## src/rtl/watch_fnd_pkg.sv

```systemverilog
// Shared constants for the watch 7-segment display stage: segment codes (active-low
// {dp,g,f,e,d,c,b,a}), field encodings, display modes and decimal digit helpers.
package watch_fnd_pkg;

    localparam logic [7:0] SEG_0     = 8'hC0;
    localparam logic [7:0] SEG_1     = 8'hF9;
    localparam logic [7:0] SEG_2     = 8'hA4;
    localparam logic [7:0] SEG_3     = 8'hB0;
    localparam logic [7:0] SEG_4     = 8'h99;
    localparam logic [7:0] SEG_5     = 8'h92;
    localparam logic [7:0] SEG_6     = 8'h82;
    localparam logic [7:0] SEG_7     = 8'hF8;
    localparam logic [7:0] SEG_8     = 8'h80;
    localparam logic [7:0] SEG_9     = 8'h90;
    localparam logic [7:0] SEG_BLANK = 8'hFF;

    localparam logic [1:0] FLD_MSEC = 2'd0;
    localparam logic [1:0] FLD_SEC  = 2'd1;
    localparam logic [1:0] FLD_MIN  = 2'd2;
    localparam logic [1:0] FLD_HOUR = 2'd3;

    localparam logic MODE_SEC_MSEC = 1'b0;
    localparam logic MODE_HOUR_MIN = 1'b1;

    // Inputs are at most 127, so tens never exceeds 12 and fits in 4 bits.
    function automatic logic [3:0] tens_digit(input logic [6:0] value);
        return 4'(value / 7'd10);
    endfunction

    function automatic logic [3:0] ones_digit(input logic [6:0] value);
        return 4'(value % 7'd10);
    endfunction

endpackage

```

## src/rtl/bcd_to_seg.sv

```systemverilog
// Combinational decimal digit to active-low 7-segment code; digits above 9 are blank.
module bcd_to_seg
    import watch_fnd_pkg::*;
(
    input  logic [3:0] digit,
    input  logic       dp,
    output logic [7:0] seg
);

    always_comb begin
        seg = SEG_BLANK;
        case (digit)
            4'd0:    seg = SEG_0;
            4'd1:    seg = SEG_1;
            4'd2:    seg = SEG_2;
            4'd3:    seg = SEG_3;
            4'd4:    seg = SEG_4;
            4'd5:    seg = SEG_5;
            4'd6:    seg = SEG_6;
            4'd7:    seg = SEG_7;
            4'd8:    seg = SEG_8;
            4'd9:    seg = SEG_9;
            default: seg = SEG_BLANK;
        endcase
        if (dp) begin
            seg[7] = 1'b0;
        end
    end

endmodule

```

## src/rtl/watch_fnd_ctrl.sv

```systemverilog
// Basys3 4-digit scanned display driver showing sec.msec or hour.min from a per-frame snapshot.
// Optional field blinking is enabled by defining WATCH_FND_BLINK_EN.
module watch_fnd_ctrl
    import watch_fnd_pkg::*;
#(
    parameter int unsigned SCAN_DIV = 100_000
) (
    input  logic       clk,
    input  logic       rst,
    input  logic [6:0] msec,
    input  logic [5:0] sec,
    input  logic [5:0] min,
    input  logic [4:0] hour,
    input  logic       disp_mode,
    input  logic [1:0] time_select,
    output logic [3:0] fnd_com,
    output logic [7:0] fnd_data
);

    localparam int unsigned CntW = (SCAN_DIV > 1) ? $clog2(SCAN_DIV) : 1;
    localparam logic [CntW-1:0] CntMax = CntW'(SCAN_DIV - 1);

    logic [CntW-1:0] scan_cnt_q, scan_cnt_d;
    logic [1:0]      digit_sel_q, digit_sel_d;
    logic [6:0]      snap_msec_q, snap_msec_d;
    logic [5:0]      snap_sec_q, snap_sec_d;
    logic [5:0]      snap_min_q, snap_min_d;
    logic [4:0]      snap_hour_q, snap_hour_d;
    logic            snap_mode_q, snap_mode_d;
    logic [1:0]      snap_tsel_q, snap_tsel_d;
    logic [3:0]      fnd_com_d;
    logic [7:0]      fnd_data_d;

    logic            digit_end;
    logic            frame_end;
    logic [6:0]      field_hi;
    logic [6:0]      field_lo;
    logic [6:0]      field_val;
    logic [3:0]      digit_val;
    logic            dp_lit;
    logic            field_blank;
    logic [7:0]      seg_code;

    always_ff @(posedge clk) begin
        if (rst) begin
            scan_cnt_q  <= '0;
            digit_sel_q <= 2'd0;
            snap_msec_q <= '0;
            snap_sec_q  <= '0;
            snap_min_q  <= '0;
            snap_hour_q <= '0;
            snap_mode_q <= MODE_SEC_MSEC;
            snap_tsel_q <= FLD_MSEC;
            fnd_com     <= 4'b1111;
            fnd_data    <= SEG_BLANK;
        end else begin
            scan_cnt_q  <= scan_cnt_d;
            digit_sel_q <= digit_sel_d;
            snap_msec_q <= snap_msec_d;
            snap_sec_q  <= snap_sec_d;
            snap_min_q  <= snap_min_d;
            snap_hour_q <= snap_hour_d;
            snap_mode_q <= snap_mode_d;
            snap_tsel_q <= snap_tsel_d;
            fnd_com     <= fnd_com_d;
            fnd_data    <= fnd_data_d;
        end
    end

    // Snapshot loads on the last cycle of digit 3 so a whole frame shows one consistent time.
    always_comb begin
        digit_end   = (scan_cnt_q == CntMax);
        frame_end   = digit_end && (digit_sel_q == 2'd3);
        scan_cnt_d  = digit_end ? '0 : scan_cnt_q + 1'b1;
        digit_sel_d = digit_end ? digit_sel_q + 2'd1 : digit_sel_q;
        snap_msec_d = snap_msec_q;
        snap_sec_d  = snap_sec_q;
        snap_min_d  = snap_min_q;
        snap_hour_d = snap_hour_q;
        snap_mode_d = snap_mode_q;
        snap_tsel_d = snap_tsel_q;
        if (frame_end) begin
            snap_msec_d = msec;
            snap_sec_d  = sec;
            snap_min_d  = min;
            snap_hour_d = hour;
            snap_mode_d = disp_mode;
            snap_tsel_d = time_select;
        end
    end

    always_comb begin
        if (snap_mode_q == MODE_HOUR_MIN) begin
            field_hi = {2'b00, snap_hour_q};
            field_lo = {1'b0, snap_min_q};
        end else begin
            field_hi = {1'b0, snap_sec_q};
            field_lo = snap_msec_q;
        end
        field_val = digit_sel_q[1] ? field_hi : field_lo;
        digit_val = digit_sel_q[0] ? tens_digit(field_val) : ones_digit(field_val);
        dp_lit    = (digit_sel_q == 2'd2) && (snap_msec_q < 7'd50);
    end

    bcd_to_seg u_bcd_to_seg (
        .digit (digit_val),
        .dp    (dp_lit),
        .seg   (seg_code)
    );

`ifdef WATCH_FND_BLINK_EN
    logic [1:0] shown_fld;

    always_comb begin
        if (snap_mode_q == MODE_HOUR_MIN) begin
            shown_fld = digit_sel_q[1] ? FLD_HOUR : FLD_MIN;
        end else begin
            shown_fld = digit_sel_q[1] ? FLD_SEC : FLD_MSEC;
        end
        field_blank = (snap_msec_q >= 7'd50) && (shown_fld == snap_tsel_q);
    end
`else
    logic unused_tsel;

    assign unused_tsel = ^snap_tsel_q;

    always_comb begin
        field_blank = 1'b0;
    end
`endif

    always_comb begin
        fnd_com_d = 4'b1111;
        unique case (digit_sel_q)
            2'd0: fnd_com_d = 4'b1110;
            2'd1: fnd_com_d = 4'b1101;
            2'd2: fnd_com_d = 4'b1011;
            2'd3: fnd_com_d = 4'b0111;
            default: fnd_com_d = 4'b1111;
        endcase
        fnd_data_d = field_blank ? SEG_BLANK : seg_code;
    end

endmodule

```

## config.mk

```make
export PLATFORM = sky130hd
export DESIGN_NAME = watch_fnd_ctrl
export DESIGN_NICKNAME = d
export VERILOG_FILES = /design/src/rtl/watch_fnd_pkg.sv /design/src/rtl/bcd_to_seg.sv /design/src/rtl/watch_fnd_ctrl.sv
export SDC_FILE = /design/constraint.sdc
export NUM_CORES = 1
export LEC_CHECK = 0
export ABC_AREA = 1
export ABC_CLOCK_PERIOD_IN_PS = 3900
export BUFFER_PORTS_ARGS = -buffer_cell sky130_fd_sc_hd__buf_2
export CAP_MARGIN = 40
export CORE_ASPECT_RATIO = 1.75
export CORE_MARGIN = 8
export CORE_UTILIZATION = 25
export CTS_CLUSTER_DIAMETER = 60
export DETAILED_ROUTE_END_ITERATION = 16
export PLACE_DENSITY = 0.39
export SYNTH_ARGS = -nofsm -noshare
export SYNTH_HDL_FRONTEND = slang
export SYNTH_HIERARCHICAL = 1
export SYNTH_SLANG_ARGS = --single-unit
```

## constraint.sdc

```tcl
create_clock -name clk -period 3.9 [get_ports clk]
set_input_delay 1.17 -clock clk [delete_from_list [all_inputs] [get_ports clk]]
set_output_delay 1.17 -clock clk [all_outputs]
set_load 0.02 [all_outputs]
```

Word level (Yosys, flattened, before mapping)
Memories as Yosys holds them, arrays and structs flattened. A register that Yosys moved wholly into a read port is not among the register bits.
Cells that the tools add are included.
{ "word_totals": {"out_inout_bits": 12, "wordCells": 29, "rom_bits": 112, "in_bits": 29, "ff_bits": 56, "n_memories": 1} }
{ "mem_list": {"columns": ["name", "words", "word_bits", "rd", "rd_clocked_by_memory_dff", "write_ports", "line_no", "source"], "rows": [
  ["(no name shown)", 16, 7, 1, 1, 0, "bcd_to_seg.sv:12", "case (digit)"]
]} }
{ "classes": {"n_eq_ne": 4, "n_reduce_logical": 4, "n_lt_le_gt_ge": 1, "n_addsub": 2, "div": 2, "mux": 6} }
{ "op_table": {"columns": ["operator", "n"], "rows": [
  ["adder 17 x 1 -> 17 bit (second input constant)", 1],
  ["== test 17 bit (second input constant)", 1],
  ["case mux 4 bit (4 select lines)", 1],
  ["two-way mux 7 bit", 2],
  ["divider 7 x 4 -> 7 bit (second input constant)", 1],
  ["< comparator 7 x 6 -> 1 bit (second input constant)", 1],
  ["modulo 7 x 4 -> 7 bit (second input constant)", 1],
  ["two-way mux 6 bit", 1],
  ["== test 2 bit (second input constant)", 2],
  ["two-way mux 4 bit", 1],
  ["adder 2 x 1 -> 2 bit (second input constant)", 1],
  ["== test 2 x 1 -> 1 bit (second input constant)", 1],
  ["logical AND 1 bit", 2],
  ["zero test 2 bit", 1],
  ["OR reduction 2 bit", 1],
  ["two-way mux 1 bit", 1]
]} }

Logic depth before layout (Yosys ltp)
{ "depth": {"word_depth": 4, "depth_mapped": 32} }

Modules after synthesis
Netlist, hierarchy kept.
{ "modules_own_cells": {"columns": ["module", "area_per_inst_um2", "cells_per_inst", "seq_area_each_um2", "instances"], "rows": [
  ["watch_fnd_ctrl", 2741.4, 375, 1121.1, 1],
  ["bcd_to_seg", 191.4, 36, 0.0, 1]
]} }

Least setup slack after synthesis
No wires, ideal clock.
{ "synth_timing": {"path_kind": "reg-to-reg", "startpoint": "register digit_sel_q[1]", "endpoint": "register fnd_data[3]", "required_ps": 3777, "t_arrival_ps": 3006, "n_path_buf": 0, "path_stages_with_launch": 28, "path_slack_ps": 771, "cell_sequence": "dfxtp_1 > inv_4 > nand3_2 > nand2_2 > a21oi_2 > nand2_4 > nand2_2 > nand2_2 > nand2_2 > inv_2 > nand2_2 > nand2_2 > nand2_1 > nand2_1 > inv_2 > ha_1 > inv_1 > nand3_2 > nand3_2 > nand2_1 > nand3_1 > nand2_1 > inv_1 > ha_1 > nand2_1 > nand3_1 > nand2_1 > or2_2"} }
{ "synth_via": {"elab_chain_cells": 3, "elab_cells_between_ends": 4, "cone_classes": "div (2); mux (2)"} }
{ "synth_rtl": {"columns": ["item", "line_no", "source"], "rows": [
  ["start: declaration", "watch_fnd_ctrl.sv:24", "logic [1:0] digit_sel_q, digit_sel_d;"],
  ["start signal: assignment", "watch_fnd_ctrl.sv:58", "digit_sel_q <= digit_sel_d;"],
  ["two-way mux 7 bit (*)", "watch_fnd_ctrl.sv:100", "field_val = digit_sel_q[1] ? field_hi : field_lo;"],
  ["modulo 7 x 4 -> 7 bit / divider 7 x 4 -> 7 bit (equally long branches)", "watch_fnd_pkg.sv:31, watch_fnd_pkg.sv:27", null],
  ["two-way mux 4 bit (*)", "watch_fnd_ctrl.sv:101", "digit_val = digit_sel_q[0] ? tens_digit(field_val) : ones_digit(field_val);"],
  ["via digit_val[1]", "watch_fnd_ctrl.sv:39", "logic [3:0] digit_val;"],
  ["end: declaration", "watch_fnd_ctrl.sv:17", "output logic [7:0] fnd_data"]
]} }
Mark *: on every way through the listed nets, which the timed path passes. The rest lies on a longest branch.
A chain may end at the register's enable or synchronous reset.

Worst setup path after layout
{ "layout_timing": {"startpoint": "register snap_mode_q", "endpoint": "register fnd_data[3]"} }
{ "layout_via": {"elab_chain_cells": 4, "elab_cells_between_ends": 6, "cone_classes": "div (2); mux (4)"} }
{ "layout_rtl": {"columns": ["item", "line_no", "source"], "rows": [
  ["start: declaration", "watch_fnd_ctrl.sv:29", "logic snap_mode_q, snap_mode_d;"],
  ["start signal: assignment", "watch_fnd_ctrl.sv:63", "snap_mode_q <= snap_mode_d;"],
  ["two-way mux 7 bit / two-way mux 6 bit (equally long branches)", "watch_fnd_ctrl.sv:93", "if (snap_mode_q == MODE_HOUR_MIN) begin"],
  ["two-way mux 7 bit (*)", "watch_fnd_ctrl.sv:100", null],
  ["modulo 7 x 4 -> 7 bit / divider 7 x 4 -> 7 bit (equally long branches)", "watch_fnd_pkg.sv:31, watch_fnd_pkg.sv:27", null],
  ["two-way mux 4 bit (*)", "watch_fnd_ctrl.sv:101", null],
  ["via digit_val[1]", "watch_fnd_ctrl.sv:39", null]
]} }
Marks and branches as above.

==> results.json <==
{
  "synth_top_area_share": 0.3823,
  "vias": 2655,
  "die-area_um2": 15590,
  "switching_share": 0.2279,
  "reg2reg_slack_ps": 430,
  "power_frac_seq": 0.536,
  "crit_path_end": "fnd_data[3]",
  "synth_cells": 411,
  "cp-end-kind": "flop",
  "combPwrFrac": 0.038,
  "crit_slowest_cell": "dfxtp_2",
  "drc_errors": 0,
  "cts.clk_slew.worst_paths_ps": 80,
  "internal_power_w": 0.0008344,
  "viasPerCell": 4.554,
  "ys_warn_count": 6,
  "initial_core_util": 0.2547,
  "async_flop_share": 0,
  "required_ps": 4090,
  "cts-root-buf": "clkbuf_16",
  "fin_crit_sh": 0.8888,
  "insertion_delay_ps": 300,
  "io_buffers": 38,
  "grtUsageMet1": 0.09058,
  "cpMostUsedCell": "nand2_1",
  "synthDistinctLibCells": 37,
  "leakagePower_nw": 1.419,
  "synth_nets": 453,
  "track_usage": 0.09636,
  "placementRows": 52,
  "grt_util_met3": 0.02145,
  "met2_usage": 0.1860,
  "max_cap_violations": 0,
  "crit_start": "snap_mode_q",
  "cp.depth": 29,
  "dp_hpwl_mm": 5.692,
  "cp_max_fo": 11,
  "wire_per_inst_um": 12.65,
  "synth_most_common_cell": "nand2_1",
  "htree_levels": 2,
  "r2r_cells": 29,
  "wirelength_mm": 7.375,
  "critPathMaxStageDelay_ps": 490,
  "core_region_area_um2": 11520,
  "die_x_um": 97.88,
  "hp-start": "scan_cnt_q[0]",
  "syn_area_um2": 2933,
  "maxSlewHeadroom": 0.4875,
  "seq_area_frac_synth": 0.3823,
  "clkPwrFrac": 0.426,
  "r2r_start": "snap_mode_q",
  "worstSetupPathType": "reg -> reg",
  "fin_skew_ps": 8.896,
  "fmax_mhz": 288.5,
  "synth_ff_type": "dfxtp_1",
  "rsz0062_at_grt": "no",
  "cts_buffers": 5,
  "antenna_found_initial": 0,
  "ys_top_cells_by_count": "nand2_1 (69), nor3_1 (59), dfxtp_1 (56)",
  "synth_area_per_cell_um2": 7.136,
  "yosysTopAreaCell": "dfxtp_1",
  "power.switching_w": 0.0002462,
  "setup_viol": 0,
  "r2r-end": "fnd_data[3]",
  "drive_gt1_frac": 0.2143,
  "min_period_ps": 3466,
  "peakVddDrop_mv": 0.1586,
  "synth_seq_cells": 56,
  "worst-path-buf-inv": 5,
  "dr.pass1.iters": 4,
  "top_usage_layer": "met2",
  "slew_violations": 0,
  "finalNetCount": 489,
  "fp.dieH_um": 159.3,
  "worst_slew_pin_slew_ps": 764.0,
  "status": "finished clean",
  "cts_buffer_depth": 2,
  "cts_setup_buffers": 0,
  "antennaDiodeCount": 0,
  "first_global_vias": 2657,
  "num_io_pins": 41,
  "ant_nets": 0,
  "drt_iter0_markers": 81,
  "synth_edf_count": 0,
  "overflow": 0,
  "critical_path.top_delay_family": "simple AND/OR/NAND/NOR gates",
  "min_path_type": "reg -> reg",
  "finalHoldViolations": 0,
  "gp_congestion": 0.7590,
  "cts_tree": "yes",
  "start_kind": "flop",
  "areaGrowthSynthToFinish_pct": 16.42,
  "grt_pass1_wl_mm": 12.15,
  "powerDensity_nw_per_um2": 316.5,
  "critPathArrivalTime_ps": 3660,
  "cts_num_sinks": 56,
  "synth.area.top_cells": "dfxtp_1 (38%), nor3_1 (10%), nand2_1 (8.8%), nor2_1 (6.3%), ha_1 (5.5%)",
  "postLayoutCoreUtil": 0.2965,
  "grt_max_degree": 36,
  "tns_ps": 0
}
metrics by stage:
| step | worst slack [ps] | hold WS, ps | area (um2) | cells | total power [W] |
|---|---|---|---|---|---|
| finish | 433.8 | 456.1 | 3415 | 583 | 0.001081 |
| global route | 22.85 | 496.0 | 3415 | 583 | 0.001124 |
| CTS | 213.3 | 468.2 | 3412 | 583 | 0.001111 |
| detailed placement | 223.5 | 446.9 | 3266 | 575 | 0.0006352 |
| global placement | 234.1 | 439.7 | 3251 | 574 | 0.0006347 |
| floorplan | 770.9 | 417.6 | 2933 | 411 | 0.0006133 |
layer usage:
layer  part of all wire  wire length, um  vias to the layer above
li1                   -                -                     1395
met1               0.41             3006                     1216
met2               0.53             3914                       33
met3              0.032              236                       11
met4              0.030              218                        0
met5                  0                0                        -
power groups by stage:
stage | Sequential [W] | Clock, W | Combinational, W
global route | 0.000581 | 0.000498 | 0.0000453
detailed placement | 0.000593 | 0 | 0.0000418
global placement | 0.000593 | 0 | 0.0000413
finish | 0.000580 | 0.000460 | 0.0000406
CTS | 0.000580 | 0.000489 | 0.0000419
floorplan | 0.000598 | 0 | 0.0000149
state kept, by name, summed over array words and instances (netlist names):
name,flops
scan_cnt_q,17
fnd_data,8
snap_msec_q,7
snap_min_q,6
snap_sec_q,6
snap_hour_q,5
fnd_com,4
digit_sel_q,2
snap_mode_q,1
kinds of logic (layout without fill, tap and decap cells):
kind of cell / after synthesis / in the layout / share of synthesized area
AND/OR/NAND/NOR: 242 / 242 / 0.3980
buffers and inverters: 66 / 103 / 0.09428
flip-flops: 56 / 56 / 0.3823
AO/OA/AOI/OAI: 32 / 32 / 0.06400
adder cells (fa/ha/maj): 13 / 13 / 0.05546
XOR/XNOR: 2 / 2 / 0.005974
cell type report:
cell class	instances	area [um2]
clock buffer	5	125.1
clock inverter	3	21.27
fill	1305	8102
multi-input combinational	289	1535
sequential	56	1124
tap	135	168.9
timing repair buffer	43	235.2
inverter	52	205.2
worst min path at each step:
stage / to / cells after the start
global route: scan_cnt_q[0] / 1
detailed placement: scan_cnt_q[0] / 1
floorplan: scan_cnt_q[0] / 1
finish: scan_cnt_q[0] / 1
CTS: scan_cnt_q[0] / 1
global placement: scan_cnt_q[0] / 1
layout by cell type (no fill, tap or decap), types with 2 or more instances in the layout:
| cell type | instances |
|---|---|
| inv_2 | 6 |
| ha_1 | 13 |
| nor2_1 | 49 |
| or2_2 | 9 |
| nand2_2 | 13 |
| a32oi_1 | 2 |
| nand2_4 | 2 |
| buf_4 | 4 |
| nand4_1 | 4 |
| nand2_1 | 69 |
| dfxtp_1 | 54 |
| nand3_2 | 7 |
| buf_2 | 38 |
| dfxtp_2 | 2 |
| nor3_1 | 59 |
| inv_1 | 43 |
| clkbuf_16 | 5 |
| a21oi_1 | 11 |
| nor4_1 | 2 |
| nor3b_1 | 2 |
| o21ai_0 | 11 |
| nand3_1 | 23 |
repair_timing:
item / CTS / global route
endpoints found under the setup margin: 0 / 6
hold buffers: 0 / 0
resized for setup: 0 / 2
(Power assumes the default switching activity.)
